[src/rtl/adder_tree_scheduler_pkg.sv]
// -----------------------------------------------------------------------------
// adder_tree_scheduler_pkg
// Shared constants for the scheduled eight-input adder tree.
//   OPERANDS   : number of operands reduced per request (8)
//   TREE_DEPTH : number of pairwise adder levels (3)
//   sum_width  : full-precision result width for a given operand width
// -----------------------------------------------------------------------------
package adder_tree_scheduler_pkg;

   localparam int OPERANDS   = 8;
   localparam int TREE_DEPTH = 3;

   // Each adder level can grow the value by one bit, so three levels need
   // three extra bits for the sum to never wrap.
   function automatic int sum_width(input int adder_width);
      return adder_width + TREE_DEPTH;
   endfunction

endpackage

[src/rtl/adder_tree_reduce.sv]
// -----------------------------------------------------------------------------
// adder_tree_reduce
// Purely combinational 8-to-1 unsigned adder tree.
// Ports:
//   operands : OPERANDS*ADDER_WIDTH packed operands, operand k at slice k
//   sum      : ADDER_WIDTH+3 bit full-precision sum
// -----------------------------------------------------------------------------
module adder_tree_reduce
   import adder_tree_scheduler_pkg::*;
#(
   parameter int ADDER_WIDTH = 13
)
(
   input  logic [OPERANDS*ADDER_WIDTH-1:0]   operands,
   output logic [sum_width(ADDER_WIDTH)-1:0] sum
);

   localparam int W = ADDER_WIDTH;

   logic [W:0]   level1 [4];
   logic [W+1:0] level2 [2];

   // Every level zero-extends its inputs by one bit so no carry is lost.
   for (genvar i = 0; i < 4; i++) begin : g_level1
      assign level1[i] = {1'b0, operands[2*i*W +: W]} + {1'b0, operands[(2*i+1)*W +: W]};
   end

   for (genvar i = 0; i < 2; i++) begin : g_level2
      assign level2[i] = {1'b0, level1[2*i]} + {1'b0, level1[2*i+1]};
   end

   assign sum = {1'b0, level2[0]} + {1'b0, level2[1]};

endmodule

[src/rtl/adder_tree_scheduler.sv]
// -----------------------------------------------------------------------------
// adder_tree_scheduler
// Round-robin scheduler sharing one eight-input adder tree among NUM_REQ
// requesters, with a one-stage operand register and a credit-protected
// result FIFO.
// Ports:
//   clk, rst            : clock, synchronous active-high reset
//   req_valid/req_ready : per-requester handshake (ready is one-hot or zero)
//   req_data            : eight operands per requester, requester r at slice r
//   res_valid/res_ready : result FIFO head handshake
//   res_sum, res_id     : head sum and originating requester (0 when empty)
//   busy                : stage register or FIFO holds data
// -----------------------------------------------------------------------------
module adder_tree_scheduler
   import adder_tree_scheduler_pkg::*;
#(
   parameter int ADDER_WIDTH = 13,
   parameter int NUM_REQ     = 4,
   parameter int FIFO_DEPTH  = 4,
   localparam int SUM_W      = sum_width(ADDER_WIDTH),
   localparam int ID_W       = (NUM_REQ > 1) ? $clog2(NUM_REQ) : 1
)
(
   input  logic                                  clk,
   input  logic                                  rst,
   input  logic [NUM_REQ-1:0]                    req_valid,
   output logic [NUM_REQ-1:0]                    req_ready,
   input  logic [NUM_REQ*OPERANDS*ADDER_WIDTH-1:0] req_data,
   output logic                                  res_valid,
   input  logic                                  res_ready,
   output logic [SUM_W-1:0]                      res_sum,
   output logic [ID_W-1:0]                       res_id,
   output logic                                  busy
);

   localparam int SET_W = OPERANDS * ADDER_WIDTH;
   localparam int PTR_W = $clog2(FIFO_DEPTH);
   localparam int CNT_W = PTR_W + 1;
   localparam int OCC_W = CNT_W + 1;

   logic [ID_W-1:0]  rr_ptr;
   logic             stage_valid;
   logic [SET_W-1:0] stage_data;
   logic [ID_W-1:0]  stage_id;
   logic [SUM_W-1:0] tree_sum;

   logic [SUM_W-1:0] fifo_sum [FIFO_DEPTH];
   logic [ID_W-1:0]  fifo_id  [FIFO_DEPTH];
   logic [PTR_W-1:0] wr_ptr;
   logic [PTR_W-1:0] rd_ptr;
   logic [CNT_W-1:0] fifo_count;

   logic [OCC_W-1:0] occupancy;
   logic             credit_ok;
   logic             grant_found;
   logic [ID_W-1:0]  grant_id;
   logic [ID_W-1:0]  arb_idx;
   logic [SET_W-1:0] grant_data;
   logic             transfer;
   logic             push;
   logic             pop;

   // A result that is in the stage register already owns a FIFO slot, so the
   // credit check counts it; only registered state feeds this, which keeps
   // res_ready out of the req_ready path.
   assign occupancy = OCC_W'(fifo_count) + OCC_W'(stage_valid);
   assign credit_ok = occupancy < OCC_W'(FIFO_DEPTH);

   // Walk the requesters starting at rr_ptr, wrapping at NUM_REQ, and take
   // the first one that is valid.
   always_comb begin
      grant_found = 1'b0;
      grant_id    = '0;
      arb_idx     = rr_ptr;
      for (int i = 0; i < NUM_REQ; i++) begin
         if (!grant_found && req_valid[arb_idx]) begin
            grant_found = 1'b1;
            grant_id    = arb_idx;
         end
         arb_idx = (arb_idx == ID_W'(NUM_REQ - 1)) ? '0 : arb_idx + 1'b1;
      end
   end

   // Operand set of the granted requester.
   always_comb begin
      grant_data = '0;
      for (int r = 0; r < NUM_REQ; r++) begin
         if (grant_id == ID_W'(r)) begin
            grant_data = req_data[r*SET_W +: SET_W];
         end
      end
   end

   always_comb begin
      req_ready = '0;
      if (grant_found && credit_ok) begin
         req_ready[grant_id] = 1'b1;
      end
   end

   assign transfer  = grant_found & credit_ok;
   assign push      = stage_valid;
   assign res_valid = (fifo_count != '0);
   assign pop       = res_valid & res_ready;
   assign busy      = stage_valid | res_valid;

   adder_tree_reduce #(
      .ADDER_WIDTH (ADDER_WIDTH)
   ) u_reduce (
      .operands (stage_data),
      .sum      (tree_sum)
   );

   // Arbiter pointer, stage register and FIFO bookkeeping. The stage always
   // drains into the FIFO the cycle after it loads; credit guarantees space.
   always_ff @(posedge clk) begin
      if (rst) begin
         rr_ptr      <= '0;
         stage_valid <= 1'b0;
         stage_data  <= '0;
         stage_id    <= '0;
         wr_ptr      <= '0;
         rd_ptr      <= '0;
         fifo_count  <= '0;
      end else begin
         stage_valid <= transfer;
         if (transfer) begin
            stage_data <= grant_data;
            stage_id   <= grant_id;
            rr_ptr     <= (grant_id == ID_W'(NUM_REQ - 1)) ? '0 : grant_id + 1'b1;
         end
         if (push) begin
            wr_ptr <= wr_ptr + 1'b1;
         end
         if (pop) begin
            rd_ptr <= rd_ptr + 1'b1;
         end
         if (push && !pop) begin
            fifo_count <= fifo_count + 1'b1;
         end else if (pop && !push) begin
            fifo_count <= fifo_count - 1'b1;
         end
      end
   end

   // FIFO storage needs no reset; validity is tracked by fifo_count.
   always_ff @(posedge clk) begin
      if (push) begin
         fifo_sum[wr_ptr] <= tree_sum;
         fifo_id[wr_ptr]  <= stage_id;
      end
   end

   // Outputs read as zero whenever the FIFO is empty.
   assign res_sum = res_valid ? fifo_sum[rd_ptr] : '0;
   assign res_id  = res_valid ? fifo_id[rd_ptr]  : '0;

endmodule

[config.mk]
export PLATFORM = sky130hd
export DESIGN_NAME = adder_tree_scheduler
export DESIGN_NICKNAME = d
export VERILOG_FILES = /design/src/rtl/adder_tree_scheduler_pkg.sv /design/src/rtl/adder_tree_reduce.sv /design/src/rtl/adder_tree_scheduler.sv
export SDC_FILE = /design/constraint.sdc
export NUM_CORES = 1
export LEC_CHECK = 0
export CORE_AREA = 2 2 175 177
export CTS_CLUSTER_DIAMETER = 80
export CTS_CLUSTER_SIZE = 14
export DETAILED_ROUTE_END_ITERATION = 10
export DIE_AREA = 0 0 177 179
export PLACE_DENSITY = 0.78
export SLEW_MARGIN = 10
export SYNTH_ARGS = -nofsm -noshare
export SYNTH_HDL_FRONTEND = slang
export SYNTH_SLANG_ARGS = --single-unit
[constraint.sdc]
create_clock -name clk -period 10.8 [get_ports clk]
set_input_delay 2.16 -clock clk [delete_from_list [all_inputs] [get_ports clk]]
set_output_delay 2.16 -clock clk [all_outputs]
set_load 0.02 [all_outputs]
==> results.md, run 1 <==
Synth:
- The count of state elements after synthesis is 190.
- The netlist area before placement is 13250 µm².
- In this run, synthesis inferred 72 flip-flops with an integrated enable.
- The count of mapped cells out of synthesis is 1360.
- The number of nets produced by synthesis is 1887.
- During synthesis, Yosys emitted a total of 0 warnings.
- Of all flip-flops after synthesis, the portion carrying an async set or reset was 0%.
- The portion of the post-synthesis area used by sequential elements is 34.14%.
- The synthesized netlist contains 53 unique library cells.
- The most used flip-flop cell after synthesis is dfxtp_1.
- The average footprint of a synthesized cell is 9.744 µm².

Final layout:
- Cells with a size suffix above 1 make up 10.00% of the layout.
- After routing the design area is 18360 µm².
- At the end of the flow, the number of nets in the layout was 2244.
- Fill cells in the final layout number 2486.
- From synthesis to final layout, the design area changed by 38.58%.
- In the layout the commonest cells are clkdlybuf4s50_1 (445), inv_1 (151), nor2_1 (125), a21oi_1 (118), dfxtp_1 (118).
- The most common cell after layout, fill and taps aside is clkdlybuf4s50_1.

Clock tree:
- The clock sink total is 190.
- Buffers inserted to repair hold after CTS numbered 0.
- The insertion delay to the later sink of the worst-skew pair is 430 ps.
- Buffers inserted during clock tree synthesis total 17.
- The number of buffers on the longest clock path is 2.
- The CTS root buffer is clkbuf_16.
- The post-cts gate resize count is 0.
- The number of setup buffers added after CTS is 0.
- The clock transition at the registers of the reported paths is 70 ps.
- The CTS tree is yes.
- The H-tree was split into 4 levels.

Worst setup path:
- Data on the critical path arrives at its endpoint at 5400 ps.
- The nature of the critical path endpoint is a primary output.
- The data required time of the critical path is 8640 ps.
- The critical path is of the in -> out type.
- Of all nets on the critical path, the largest fanout is 90.
- The worst setup path is launched from a primary input.

Die:
- The initial core utilization is 44.13%.
- After floorplanning, the core was sized to cover 30030 µm².
- The floorplan step defined a die boundary enclosing 31680 µm².
- The row count is 64.
- The die height is 179 µm.
- Pin placement for this block handled 447 I/O pins.
- The floorplan die width is 177 µm.

Global routing:
- The first global-routing pass estimated 60.77 mm of wire.
- The number of antenna violations at the first check in global routing is 2.
- The via count of the first global-routing pass came to 11130.
- Entering global routing, the biggest net connects 208 pins.
- The total routing usage reported by global routing is 25.24%.
- The total congestion overflow is 0.

STA:
- The tightest slew margin relative to the limit is 21.10%.
- The post-route fraction of the period consumed by the critical path is 70.03%.
- The final count of hold timing violations is 0.
- For this run, the top clock speed supported by timing is 132.2 MHz.
- The tightest hold path in the finished design has a slack of 511.7 ps.
- The transition time of the tightest slew-check pin is 1184 ps.
- The worst clock skew is 12.03 ps.
- The clock period could shrink to 7563 ps.
- The final number of setup-violating endpoints is 0.
- Adding up every negative setup slack in the final design gives 0 ps.
- The max-slew violation count is 0.
- Setup repair after global routing left no endpoint under its margin.
- The worst path setup slack after routing is 3237 ps.

Drt:
- After detailed routing, the number of vias per cell comes to 5.387.
- In the final routed layout, each cell accounts on average for 19.36 µm.
- The detailed router put a total of 17.23 mm of wire on met1.
- The overall via count from detail_route is 11460.
- The DRC violations left is 0.
- The first TritonRoute pass finished after 5 iterations.
- The number of routed nets with antenna violations is 0.
- Detailed routing placed a total of 2.272 mm of wire on met3.
- The DRC marker count from the first detailed-route iteration is 685.
- The highest routed metal layer is met4.
- In the detailed route, the total length drawn on met2 is 20.74 mm.
- For this block, the routed nets add up to 41.20 mm of wire.

Placement:
- Routability-driven placement finished with a final weighted congestion of 0.9109.
- The wire-length estimate of the detail-placed layout is 31.69 mm.
- Prior to clock tree synthesis, the placed netlist has a worst setup slack of 3229 ps.
- The instance area after placement is 17760 µm².
- The quantity of I/O buffers inserted on ports is 446.

Flow run:
- Across the run, the number of max-cap violations was 0.

Outcome:
- The flow ran to the end, and the final reports show no timing, DRC or antenna violations.

Min path:
- The min-delay analysis places its worst path in the category reg -> reg.
-- per-stage QoR --
stage	utilization, %	cells
2_1_floorplan	-	1360
4_1_cts	61.14	2126
3_5_place_dp	59.13	2094
3_3_place_gp	59.13	2094
5_1_grt	61.15	2127
6_report	61.15	2128
-- layer usage --
layer | up-vias | track usage [%]
li1 | 5560 | -
met1 | 5477 | 31.84
met2 | 375 | 44.05
met3 | 52 | 4.580
met4 | 0 | 7.541
met5 | - | 0
-- critical path, stage by stage --
cell             delay [ps]
clkdlybuf4s50_1         650
mux2i_1                 170
mux2_2                  350
o221a_2                 360
inv_1                   150
ha_4                    720
and2_1                  230
clkdlybuf4s50_1         600
-- area by class of cell --
cell class,instances,area [µm²],share of cell area (%)
multi-input cells,903,7632,41.56
inverters,151,566.8,3.086
clock inverters,13,158.9,0.8653
repair buffers,454,4538,24.71
clock buffers,19,442.9,2.412
well taps,396,495.5,2.698
flip-flops and latches,190,4524,24.64
diodes,2,5.005,0.02725
-- synthesized netlist by cell type, drive strengths merged, types with 18 or more instances --
library cell | n | area (µm²)
mux4 | 18 | 405.4
a21oi | 118 | 590.6
a221oi | 104 | 910.9
inv | 151 | 566.8
nor2b | 109 | 681.9
edfxtp | 72 | 2162
dfxtp | 118 | 2362
a211oi | 105 | 1299
clkbuf | 84 | 315.3
buf | 32 | 257.7
and2 | 27 | 168.9
nor2 | 125 | 469.2
nor3 | 107 | 535.5
ha | 26 | 325.3
fa | 78 | 1562
-- logic make-up (layout without fill, tap and decap cells) --
kind of cell / count (synthesis) / in the layout / synth area share, %
AO/OA/AOI/OAI: 362 / 362 / 23.15
multiplexers: 27 / 27 / 3.748
flip-flops: 190 / 190 / 34.14
AND/OR/NAND/NOR: 395 / 395 / 15.13
buffers and inverters: 267 / 637 / 8.602
adder cells (fa/ha/maj): 104 / 104 / 14.24
other: 0 / 2 / 0
XOR/XNOR: 15 / 15 / 0.9914
-- final timing paths --
| check | to | startpoint | slack, ps | depth (start not counted) |
|---|---|---|---|---|
| worst max register to register | stage_data[12] | rr_ptr[0] | 5790 | 13 |
| worst max-delay path | req_ready[2] | req_valid[2] | 3240 | 8 |
| worst min register to register | fifo_count[2] | fifo_count[2] | 510 | 2 |
| worst min-delay path | fifo_count[2] | fifo_count[2] | 510 | 2 |
-- sequential cells by signal (all words and copies together), names as in the netlist, named ones only --
register and cells:
rr_ptr 2, push 1, stage_data 104, rd_ptr 2, stage_id 2, fifo_count 3
wr_ptr 2, fifo_sum 64, fifo_id 8
Power of run 1 is left out: the tool's default activity adds up to more than one toggle a clock period on the data nets, which glitch-free logic cannot reach.
==> run 2: changes to the inputs <==
--- a/config.mk
+++ b/config.mk
@@ -5,12 +5,12 @@
 export SDC_FILE = /design/constraint.sdc
 export NUM_CORES = 1
 export LEC_CHECK = 0
-export CORE_AREA = 2 2 175 177
+export CORE_AREA = 2 2 171 173
 export CTS_CLUSTER_DIAMETER = 80
 export CTS_CLUSTER_SIZE = 14
 export DETAILED_ROUTE_END_ITERATION = 10
-export DIE_AREA = 0 0 177 179
-export PLACE_DENSITY = 0.78
+export DIE_AREA = 0 0 173 175
+export PLACE_DENSITY = 0.82
 export SLEW_MARGIN = 10
 export SYNTH_ARGS = -nofsm -noshare
 export SYNTH_HDL_FRONTEND = slang
==> constraint.sdc (replaced) <==
create_clock -name clk -period 7.7 [get_ports clk]
set_input_delay 1.54 -clock clk [delete_from_list [all_inputs] [get_ports clk]]
set_output_delay 1.54 -clock clk [all_outputs]
set_load 0.02 [all_outputs]
==> results.md, run 2 (synthesized netlist as in run 1, its figures left out) <==
Outcome:
- The flow ran to the end, and the final reports show no timing, DRC or antenna violations.

Die:
- The die height is 175 µm (-2.2%).
- The total core area was 28390 µm² (-5.5%).
- The initial core utilization is 46.67% (+2.5 points).
- The full die area is 30280 µm² (-4.4%).
- The row count is 62 (-3.1%).
- The floorplan die width is 173 µm (-2.3%).
- The number of top-level design ports is 447 (unchanged).

STA:
- The max-slew violation count is 0 (unchanged).
- Dividing the final minimum period by the clock period gives 82.89%.
- The sum of negative setup slack is 0 ps (unchanged).
- The transition time of the tightest slew-check pin is 1097 ps (-86.11 ps).
- The tightest slew margin relative to the limit was 26.84% (+5.7 points).
- The time the worst path needs with I/O delays and setup is 6383 ps.
- The final number of setup-violating endpoints is 0 (unchanged).
- The worst clock skew is 12.19 ps (+0.1660 ps).
- Setup repair after global routing left no endpoint under its margin.
- The worst hold margin came to 526.5 ps (+14.82 ps).
- The maximum clock rate is 156.7 MHz.
- The final count of hold timing violations is 0 (unchanged).

Worst setup path:
- The critical path is of the in -> out type.
- The kind of start point of the critical path is a primary input.
- The data required time of the critical path came to 6160 ps (-2480 ps).
- The critical path's top delay family is buffers and inverters.
- The largest stage delay on the critical path is 780 ps (+60 ps).
- The startpoint of the worst register-to-register path is rr_ptr[0].
- The worst reg2reg path depth came to 14 (+1).
- The endpoint identified for the worst register-to-register timing path is stage_data[68].
- STA classifies the critical path endpoint as a primary output.
- The critical path data arrival time is 4840 ps (-560 ps).
- Traced cell by cell, the critical path runs through clkdlybuf4s50_1 -> mux2i_1 -> mux2_2 -> o221a_2 -> inv_1 -> ha_4 -> and2_1 -> clkdlybuf4s50_1.
- The flop-to-flop setup slack is 2660 ps (-3130 ps).
- The highest fanout seen on the critical path is 99 (+10%).
- The critical-path cell with the highest stage delay is ha_4.
- The number of buffers and inverters on the critical path is 3 (unchanged).
- The most frequent cell on the critical path is clkdlybuf4s50_1.

Flow run:
- The max-capacitance violation count is 0 (unchanged).

Clock tree:
- The level count of the clock H-tree was 4 (unchanged).
- The cell sitting at the root of the clock tree is a clkbuf_16.
- The post-cts gate resize count was 0 (unchanged).
- The CTS buffer count is 17 (unchanged).
- The clock sink total is 190 (unchanged).
- The insertion delay to the later sink of the worst-skew pair is 450 ps (+20 ps).
- The clock transition at the registers of the reported paths is 80 ps (about the same).
- The number of setup buffers added after CTS is 0 (unchanged).
- The number of hold buffers added after cts is 0 (unchanged).
- The number of buffers on the longest clock path is 2 (unchanged).
- TritonCTS built the clock tree.

Global routing:
- The via count of the first global-routing pass was 11380 (+2.2%).
- The total congestion overflow is 0 (unchanged).
- The wire length of the first global-routing pass is 62.12 mm (+2.2%).
- The largest net degree at the start of global routing is 210 (+0.96%).
- The total routing usage reported by global routing is 26.43% (+1.2 points).
- The number of antenna violations at the first check in global routing was 2 (unchanged).

Final layout:
- The post-layout net count is 2244 (unchanged).
- The most common cell after layout, fill and taps aside is clkdlybuf4s50_1.
- The fraction of layout cells with a size suffix above 1 is 10.06% (+0.058 points).
- The largest registers in the layout are stage_data: 104 flops, fifo_sum: 64 flops, fifo_id: 8 flops.
- The non-filler instance count after layout came to 2116 (-0.56%).
- The number of flip-flops under the largest register name is 104 (unchanged).
- The register name with the most flops is stage_data.
- Compared with the post-synthesis result, the final layout area differs by 38.33%.
- In the layout the commonest cells are clkdlybuf4s50_1 (445), inv_1 (151), nor2_1 (125), a21oi_1 (118), dfxtp_1 (118).

Drt:
- The via density per instance was 5.466 (+1.5%).
- The number of routed nets with antenna violations is 0 (unchanged).
- The number of detailed-routing iterations run before antenna repair came to 5 (unchanged).
- The total wirelength of the detailed-routed design was 40.77 mm (-1.0%).
- The routed length per placed instance is 19.27 µm (-0.49%).
- The DRC violations left is 0 (unchanged).
- The overall via count from detail_route came to 11570 (+0.88%).
- The DRC marker count from the first detailed-route iteration was 752 (+9.8%).

Placement:
- The quantity of I/O buffers inserted on ports is 446 (unchanged).
- The routability-driven placement congestion ratio is 0.9343 (+2.6%).
- The number of placed cells counting well taps is 2082 (-0.57%).
- The HPWL after detailed placement came to 31.32 mm (-1.2%).

Min path:
- The hold path startpoint is stage_id[1].
- The min-delay analysis places its worst path in the category reg -> reg.
- For hold timing, the worst endpoint is fifo_id[1][1].
- The cell depth of the worst hold path came to 0 (-2).
==> run 2: changes by cell type in the layout (fill, tap and decap cells not counted), sizes merged <==
cell and change:
clkbuf -2, bufinv -2, clkinv +1, clkinvlp +1
inv +2
==> run 2: worst max-delay path by stage <==
stage / end / startpoint / cells past startpoint / slack [ps]
after floorplan: req_ready[1] / req_valid[3] / 9 / 2320
after global placement: req_ready[2] / req_valid[2] / 8 / 1450
after detailed placement: req_ready[2] / req_valid[2] / 8 / 1340
after CTS: req_ready[2] / req_valid[2] / 8 / 1340
after global routing: req_ready[2] / req_valid[2] / 8 / 1200
final: req_ready[2] / req_valid[2] / 8 / 1320
==> run 2: final cells by class <==
cell class,count,area [µm²]
Tap cell,384,480.5
Timing Repair Buffer,454,4551
Multi-Input combinational cell,903,7632
Clock buffer,17,425.4
Inverter,151,566.8
Fill cell,2263,10060
Sequential cell,190,4524
Clock inverter,15,145.1
Antenna cell,2,5.005
==> run 2: through the flow <==
step,area [µm²],utilization [%],worst slack (ps)
2_1_floorplan,13250,-,2317
5_1_grt,18330,64.56,1202
6_report,18330,64.56,1317
3_5_place_dp,17750,62.53,1342
4_1_cts,18330,64.54,1338
3_3_place_gp,17750,62.53,1452
==> run 2: worst reg2reg max path: cells and delay by family (launching register included) <==
kind / cells / cell delay [ps]
adders and majority gates: 2 / 850
AOI/OAI and AO/OA: 4 / 1120
buffers and inverters: 3 / 1250
and+or+nand+nor: 5 / 1070
DFF: 1 / 600
==> run 2: layer usage <==
layer,global-route usage [%],vias up,routed length (µm)
met4,8.969,0,1217
met5,0,-,0
met3,4.721,62,2017
met1,33.32,5545,16900
met2,45.85,413,20630
li1,-,5545,-
Power of run 2 is left out for the same reason.
